==> config.mk <==
export PLATFORM = sky130hd
export DESIGN_NAME = arbiter_n_to_1_request_wrr
export DESIGN_NICKNAME = d
export VERILOG_FILES = /design/src/rtl/arbiter_n_to_1_request_wrr.sv
export SDC_FILE = /design/constraint.sdc
export NUM_CORES = 2
export LEC_CHECK = 0
export CAP_MARGIN = 20
export CORE_ASPECT_RATIO = 1.75
export CORE_UTILIZATION = 55
export DETAILED_ROUTE_END_ITERATION = 8
export GPL_ROUTABILITY_DRIVEN = 0
export GPL_TIMING_DRIVEN = 0
export PLACE_DENSITY_LB_ADDON = 0.08
export SYNTH_ARGS = -nofsm -noshare
export SYNTH_HDL_FRONTEND = slang
export SYNTH_SLANG_ARGS = --single-unit
==> constraint.sdc <==
create_clock -name ap_clk -period 17 [get_ports ap_clk]
set_input_delay 3.4 -clock ap_clk [delete_from_list [all_inputs] [get_ports ap_clk]]
set_output_delay 3.4 -clock ap_clk [all_outputs]
set_load 0.005 [all_outputs]
==> src/rtl/arbiter_n_to_1_request_wrr.sv <==
// arbiter_n_to_1_request_wrr: per-channel request FIFOs merged onto one valid/ready port
// by weighted round-robin or fixed priority, with sticky overflow flags.
module arbiter_n_to_1_request_wrr #(
  parameter int NUM_CHANNELS = 4,
  parameter int DATA_WIDTH   = 64,
  parameter int FIFO_DEPTH   = 8,
  parameter int PROG_THRESH  = 6,
  parameter int WEIGHT_WIDTH = 3
) (
  input  logic                                 ap_clk,
  input  logic                                 areset_n,
  input  logic [NUM_CHANNELS-1:0]              request_in_valid,
  input  logic [NUM_CHANNELS*DATA_WIDTH-1:0]   request_in_payload,
  output logic [NUM_CHANNELS-1:0]              request_in_ready,
  input  logic                                 cfg_mode_in,
  input  logic [NUM_CHANNELS*WEIGHT_WIDTH-1:0] cfg_weight_in,
  output logic                                 request_out_valid,
  output logic [DATA_WIDTH-1:0]                request_out_payload,
  input  logic                                 request_out_ready,
  output logic [NUM_CHANNELS-1:0]              arbiter_grant_out,
  output logic                                 fifo_empty_out,
  output logic [NUM_CHANNELS-1:0]              overflow_error_out
);
  localparam int N  = NUM_CHANNELS;
  localparam int WW = WEIGHT_WIDTH;
  localparam int AW = $clog2(FIFO_DEPTH);
  localparam int IW = N > 1 ? $clog2(N) : 1;
  typedef enum logic {IDLE, BURST} state_t;
  state_t state, state_nx;
  logic [DATA_WIDTH-1:0] mem [N][FIFO_DEPTH];
  logic [AW-1:0] wr_ptr [N];
  logic [AW-1:0] rd_ptr [N];
  logic [AW:0] cnt [N];
  logic [AW:0] cnt_nx [N];
  logic [N-1:0] nonempty, push, pop, ready_nx;
  logic [IW-1:0] owner, owner_nx, rr_ptr, rr_ptr_nx, win_rr, win_fp, win, sel, idx;
  logic [WW-1:0] beat_cnt, beat_cnt_nx, weight, weight_nx, cfg_w;
  logic mode, mode_nx, slot, load, keep, valid_nx, empty_nx;
  always_comb begin
    nonempty = '0;
    push = '0;
    for (int i = 0; i < N; i++) begin
      nonempty[i] = cnt[i] != '0;
      push[i] = request_in_valid[i] && cnt[i] != (AW+1)'(FIFO_DEPTH);
    end
  end
  // Scan from farthest to nearest so the first non-empty channel after rr_ptr wins.
  always_comb begin
    win_rr = rr_ptr;
    win_fp = '0;
    idx = '0;
    for (int k = N; k >= 1; k--) begin
      idx = IW'((int'(rr_ptr) + k) % N);
      if (nonempty[idx]) win_rr = idx;
    end
    for (int i = N - 1; i >= 0; i--) if (nonempty[i]) win_fp = IW'(i);
  end
  always_comb begin
    win = cfg_mode_in ? win_fp : win_rr;
    cfg_w = cfg_weight_in[win*WW +: WW];
    slot = !request_out_valid || request_out_ready;
    load = slot && |nonempty;
    keep = state == BURST && !mode && nonempty[owner] && beat_cnt < weight;
    sel = keep ? owner : win;
    pop = load ? N'(1) << sel : '0;
    state_nx = load ? BURST : slot ? IDLE : state;
    owner_nx = load ? sel : owner;
    rr_ptr_nx = load && !keep ? win : rr_ptr;
    beat_cnt_nx = !load ? beat_cnt : keep ? beat_cnt + WW'(beat_cnt != '1) : WW'(1);
    weight_nx = load && !keep ? (cfg_w == '0 ? WW'(1) : cfg_w) : weight;
    mode_nx = load && !keep ? cfg_mode_in : mode;
    valid_nx = load || !slot;
    empty_nx = !valid_nx;
    ready_nx = '0;
    for (int i = 0; i < N; i++) begin
      cnt_nx[i] = cnt[i] + (AW+1)'(push[i]) - (AW+1)'(pop[i]);
      ready_nx[i] = cnt_nx[i] < (AW+1)'(PROG_THRESH);
      if (cnt_nx[i] != '0) empty_nx = 1'b0;
    end
  end
  assign arbiter_grant_out = state == BURST ? N'(1) << owner : '0;
  always_ff @(posedge ap_clk)
    for (int i = 0; i < N; i++)
      if (push[i]) mem[i][wr_ptr[i]] <= request_in_payload[i*DATA_WIDTH +: DATA_WIDTH];
  always_ff @(posedge ap_clk or negedge areset_n) begin
    if (!areset_n) begin
      state <= IDLE;
      owner <= '0;
      rr_ptr <= IW'(N - 1);
      beat_cnt <= '0;
      weight <= '0;
      mode <= 1'b0;
      request_out_valid <= 1'b0;
      request_out_payload <= '0;
      request_in_ready <= '0;
      fifo_empty_out <= 1'b0;
      overflow_error_out <= '0;
      for (int i = 0; i < N; i++) begin
        wr_ptr[i] <= '0;
        rd_ptr[i] <= '0;
        cnt[i] <= '0;
      end
    end else begin
      state <= state_nx;
      owner <= owner_nx;
      rr_ptr <= rr_ptr_nx;
      beat_cnt <= beat_cnt_nx;
      weight <= weight_nx;
      mode <= mode_nx;
      request_out_valid <= valid_nx;
      if (load) request_out_payload <= mem[sel][rd_ptr[sel]];
      request_in_ready <= ready_nx;
      fifo_empty_out <= empty_nx;
      overflow_error_out <= overflow_error_out | (request_in_valid & ~push);
      for (int i = 0; i < N; i++) begin
        if (push[i]) wr_ptr[i] <= wr_ptr[i] + 1'b1;
        if (pop[i]) rd_ptr[i] <= rd_ptr[i] + 1'b1;
        cnt[i] <= cnt_nx[i];
      end
    end
  end
endmodule

Yosys cells after proc, flatten, opt, wreduce, memory -nomap -nowiden
Memory sizes are Yosys's and may differ from the RTL's. Cells that the tools add are included.

Flip-flop bits (word level): 126. Input bits: 276. Bits in writable memories: 2048. Memories: 1.

Equal/unequal tests: 5. Shifts and indexed selects: 3. Reductions and logical operators: 31. Multiply operators: 1. Multiplexer cells: 52. $lt $le $gt $ge: 20. Add/sub/neg operators: 21. Bitwise operators: 9.

Memory list: mem (words 4, width 512, read ports 1, clocked after Yosys merged registers in 0, wr ports 4, line 30) `logic [DATA_WIDTH-1:0] mem [N][FIFO_DEPTH];`.

Operator list (count): $mux W512 (4); $demux W64 S3 (4); $mux W64 (6); $bmux W64 S3 (1); $reduce_bool A4 Y1 (8); $add A3 B1 Y3 const B (8); $ge A4 B4 Y1 const B (5); $mux W2 (10); $not A3 Y4 (5); $add A4 B1 Y4 (4); $lt A4 B1 Y1 const B (4); $lt A4 B3 Y1 const B (4); $ne A4 B4 Y1 const B (4); $sub A4 B1 Y4 (4); $lt A2 B3 Y1 const B (5); $mux W1 (15); $logic_and A1 B1 Y1 (13); $mux W3 (4); $shiftx A12 B5 Y3 (1); $bmux W1 S2 (5); $mux W4 (2); $shl A1 B2 Y4 const A (2); $bmux W3 S2 (1); $logic_not A1 Y1 (5); 15 further kinds (18).

Depth between registers and ports, before layout
Depth after elaboration: 17. Depth in mapped cells: 23. Mapped depth without buffers: 17.

Least setup slack after synthesis
Ideal clock, no wire load.

Path type: input to register. Start point: in request_in_valid[0]. End point: mem mem[0][448] (netlist bit), enable pin. Stages: 3. Setup time: 0.565 ns. Path slack: 8.374 ns. Arrival: 8.061 ns. Required time: 16.435 ns. Cells stage by stage: and2_1 > nand2b_1 > nor3_1.

RTL lines: start: declaration (line 12) `input logic [NUM_CHANNELS-1:0] request_in_valid,`; end: declaration (line 30).

==> impl_metrics.json <==
{
  "ctsRootBufferMaster": "clkbuf_16",
  "worstPathArrival_ps": 9910,
  "synthCells": 5411,
  "grt_pass1_vias": 54590,
  "synthesis.area_um2": 87740,
  "ys_ff_latch": 2174,
  "layout-drive-gt1-share": 0.1097,
  "synth_edf_count": 2048,
  "dp.cells": 7955,
  "syn_to_final_growth_pct": 17.16,
  "min_period_ps": 9207,
  "clk_pin_slew_worst_paths_ps": 60,
  "drc": 0,
  "initial_core_util": 0.5547,
  "period_share": 0.5416,
  "vias": 55440,
  "die_w_um": 303.9,
  "dp_hpwl_mm": 222.2,
  "rrSetupSlack_ps": 9340,
  "drtPass1Iterations": 6,
  "r2r_cells": 23,
  "final_util": 0.6499,
  "yosys_most_used_dff": "edfxtp_1",
  "status": "finished clean",
  "hold_buffers": 0,
  "async_reset_ff_frac": 0.05796,
  "yosys_warnings": 0,
  "yosysSeqAreaShare": 0.7369,
  "die-area_um2": 161200,
  "place.port_buffers": 353,
  "post_cts_resized": 0,
  "final-instance-count-excl-fill": 8352,
  "clk_latency_ps": 850,
  "die_h_um": 530.4,
  "finClkSkew_ps": 38.95,
  "worst_ep_required_time_ps": 17710,
  "grt_overflow": 0,
  "maxSlewViolCount": 0,
  "postCtsSetupBuffers": 0,
  "start_kind": "input pin",
  "cts_buffers": 196,
  "clk_path_buf_depth": 4,
  "crit_path_end": "fifo_empty_out",
  "fmax_mhz": 108.6,
  "core_um2": 158200,
  "cts_tree": "done",
  "drtIter0Drc": 6676,
  "top_level_ports": 354,
  "cap_violations": 0,
  "finalHoldViolCount": 0,
  "max_slew_margin": 0.1461,
  "postRouteAntennaNets": 0,
  "synth.distinct_cells": 59,
  "reg2reg_to": "fifo_empty_out",
  "numClockSinks": 2174,
  "grt_max_degree": 92,
  "hp-class": "reg -> reg",
  "crit_fanout": 10,
  "routed_wl_mm": 303.4,
  "synth_nets": 5727,
  "grt_pass1_wl_mm": 413.0,
  "finalSetupTns_ps": 0,
  "synth.avg_cell_area_um2": 16.21,
  "rsz0062_at_grt": "false",
  "grt_usage": 0.3730,
  "vias_per_cell": 6.638,
  "design_area_um2": 102800,
  "routedWlPerCell_um": 36.33,
  "tightest_slew_ps": 1249,
  "cts_htree_levels": 4,
  "r2r_start": "cnt[10]",
  "finish.net_count": 6424,
  "setup_viol": 0,
  "row_count": 193,
  "critical_path.startpoint": "cfg_mode_in",
  "worstSetupEndpointType": "flop",
  "antenna_found_initial": 60,
  "critPathKind": "in -> reg",
  "dpl-instance-area_um2": 96320
}
==> layout make-up <==
class	count	area [µm²]
fill	11160	55380
timing repair buffer	499	5796
clock buffer	249	5371
clock inverter	106	972.2
sequential	2174	64650
inverter	43	161.4
buffer	408	1692
tap	2047	2561
antenna	40	100.1
multi-input combinational	2786	21480
==> Yosys cell counts (5+ instances only) <==
cell type	count	area share
and2_1	5	0.00036
a211oi_1	448	0.038
nand2_1	196	0.0084
o21a_1	65	0.0056
buf_1	25	0.0011
a311o_1	65	0.0074
a31o_2	5	0.00050
mux2i_1	581	0.066
o211ai_1	127	0.011
a21oi_1	76	0.0043
ha_1	36	0.0051
xnor2_1	16	0.0016
buf_6	7	0.00090
edfxtp_1	2048	0.70
o31ai_1	64	0.0055
mux2_2	135	0.017
a2111oi_0	192	0.019
nand2b_1	16	0.0011
buf_4	10	0.00086
o21ai_0	136	0.0078
inv_1	43	0.0018
a21o_1	5	0.00043
nor2b_1	320	0.023
buf_2	46	0.0026
nand3_1	69	0.0039
clkbuf_1	320	0.014
nor2_1	103	0.0044
dfrtp_1	124	0.035
a31oi_1	66	0.0047
nor3_1	11	0.00063
==> layer usage <==
layer / global-route usage / part of all wire
met1: 0.4069 / 0.32
met2: 0.6342 / 0.50
met3: 0.07859 / 0.085
met4: 0.2956 / 0.092
met5: 0.0002982 / 0.0013
==> kinds of logic (layout without fill, tap and decap cells) <==
kind of cell,count (synthesis),in the layout,synth area share
flops,2174,2174,0.7369
compound gates,1264,1264,0.1064
simple gates,745,745,0.04379
mux,717,717,0.08387
buf+inv,451,1305,0.02098
fa+ha+maj,40,40,0.006046
xor+xnor,20,20,0.001996
other cells,0,40,0
==> cells in the final DEF (no fill, tap or decap), types with 127 or more instances in the layout <==
| master | n |
|---|---|
| clkbuf_1 | 344 |
| nand2_1 | 196 |
| a2111oi_0 | 192 |
| o211ai_1 | 127 |
| mux2i_1 | 581 |
| o21ai_0 | 136 |
| clkdlybuf4s50_1 | 352 |
| edfxtp_1 | 2048 |
| a211oi_1 | 448 |
| nor2b_1 | 320 |
| mux2_2 | 135 |
| clkbuf_16 | 202 |
==> registers in the layout, summed over array words and instances (netlist names) <==
register / cells
rr_ptr: 2
owner: 2
request_out_payload: 64
wr_ptr: 12
beat_cnt: 3
fifo_empty_out: 1
rd_ptr: 12
state: 1
request_out_valid: 1
request_in_ready: 4
weight: 3
mem: 2048
mode: 1
overflow_error_out: 4
cnt: 16
==> critical path, stage by stage <==
cell and delay [ps]:
clkdlybuf4s50_1 510, inv_1 180, o311a_1 280, a211o_1 170
buf_2 830, nand2_2 790, buf_4 480, buf_4 320
buf_2 320, nor3_1 650, ha_1 360, inv_1 50
ha_1 150, inv_1 50, fa_1 470, inv_1 70
nor4_1 360, nand3_1 120, nor4_1 300
==> worst min path at each step <==
stage,start,endpoint,cells past startpoint
CTS,rd_ptr[5],rd_ptr[5],1
detailed placement,rd_ptr[5],rd_ptr[5],1
floorplan,rd_ptr[8],rd_ptr[8],1
global route,rd_ptr[5],rd_ptr[5],1
global placement,rd_ptr[8],rd_ptr[8],1
finish,rd_ptr[5],rd_ptr[5],1
==> metrics by stage <==
stage / worst slack, ps / hold slack (ps)
CTS: 7954 / 467.4
global route: 7702 / 481.2
detailed placement: 7100 / 454.3
finish: 7793 / 469.4
floorplan: 8374 / 436.9
global placement: 1595 / 453.1
Power is not shown: default switching activity piles up to over one toggle a cycle in this logic, so the estimate is an artifact.
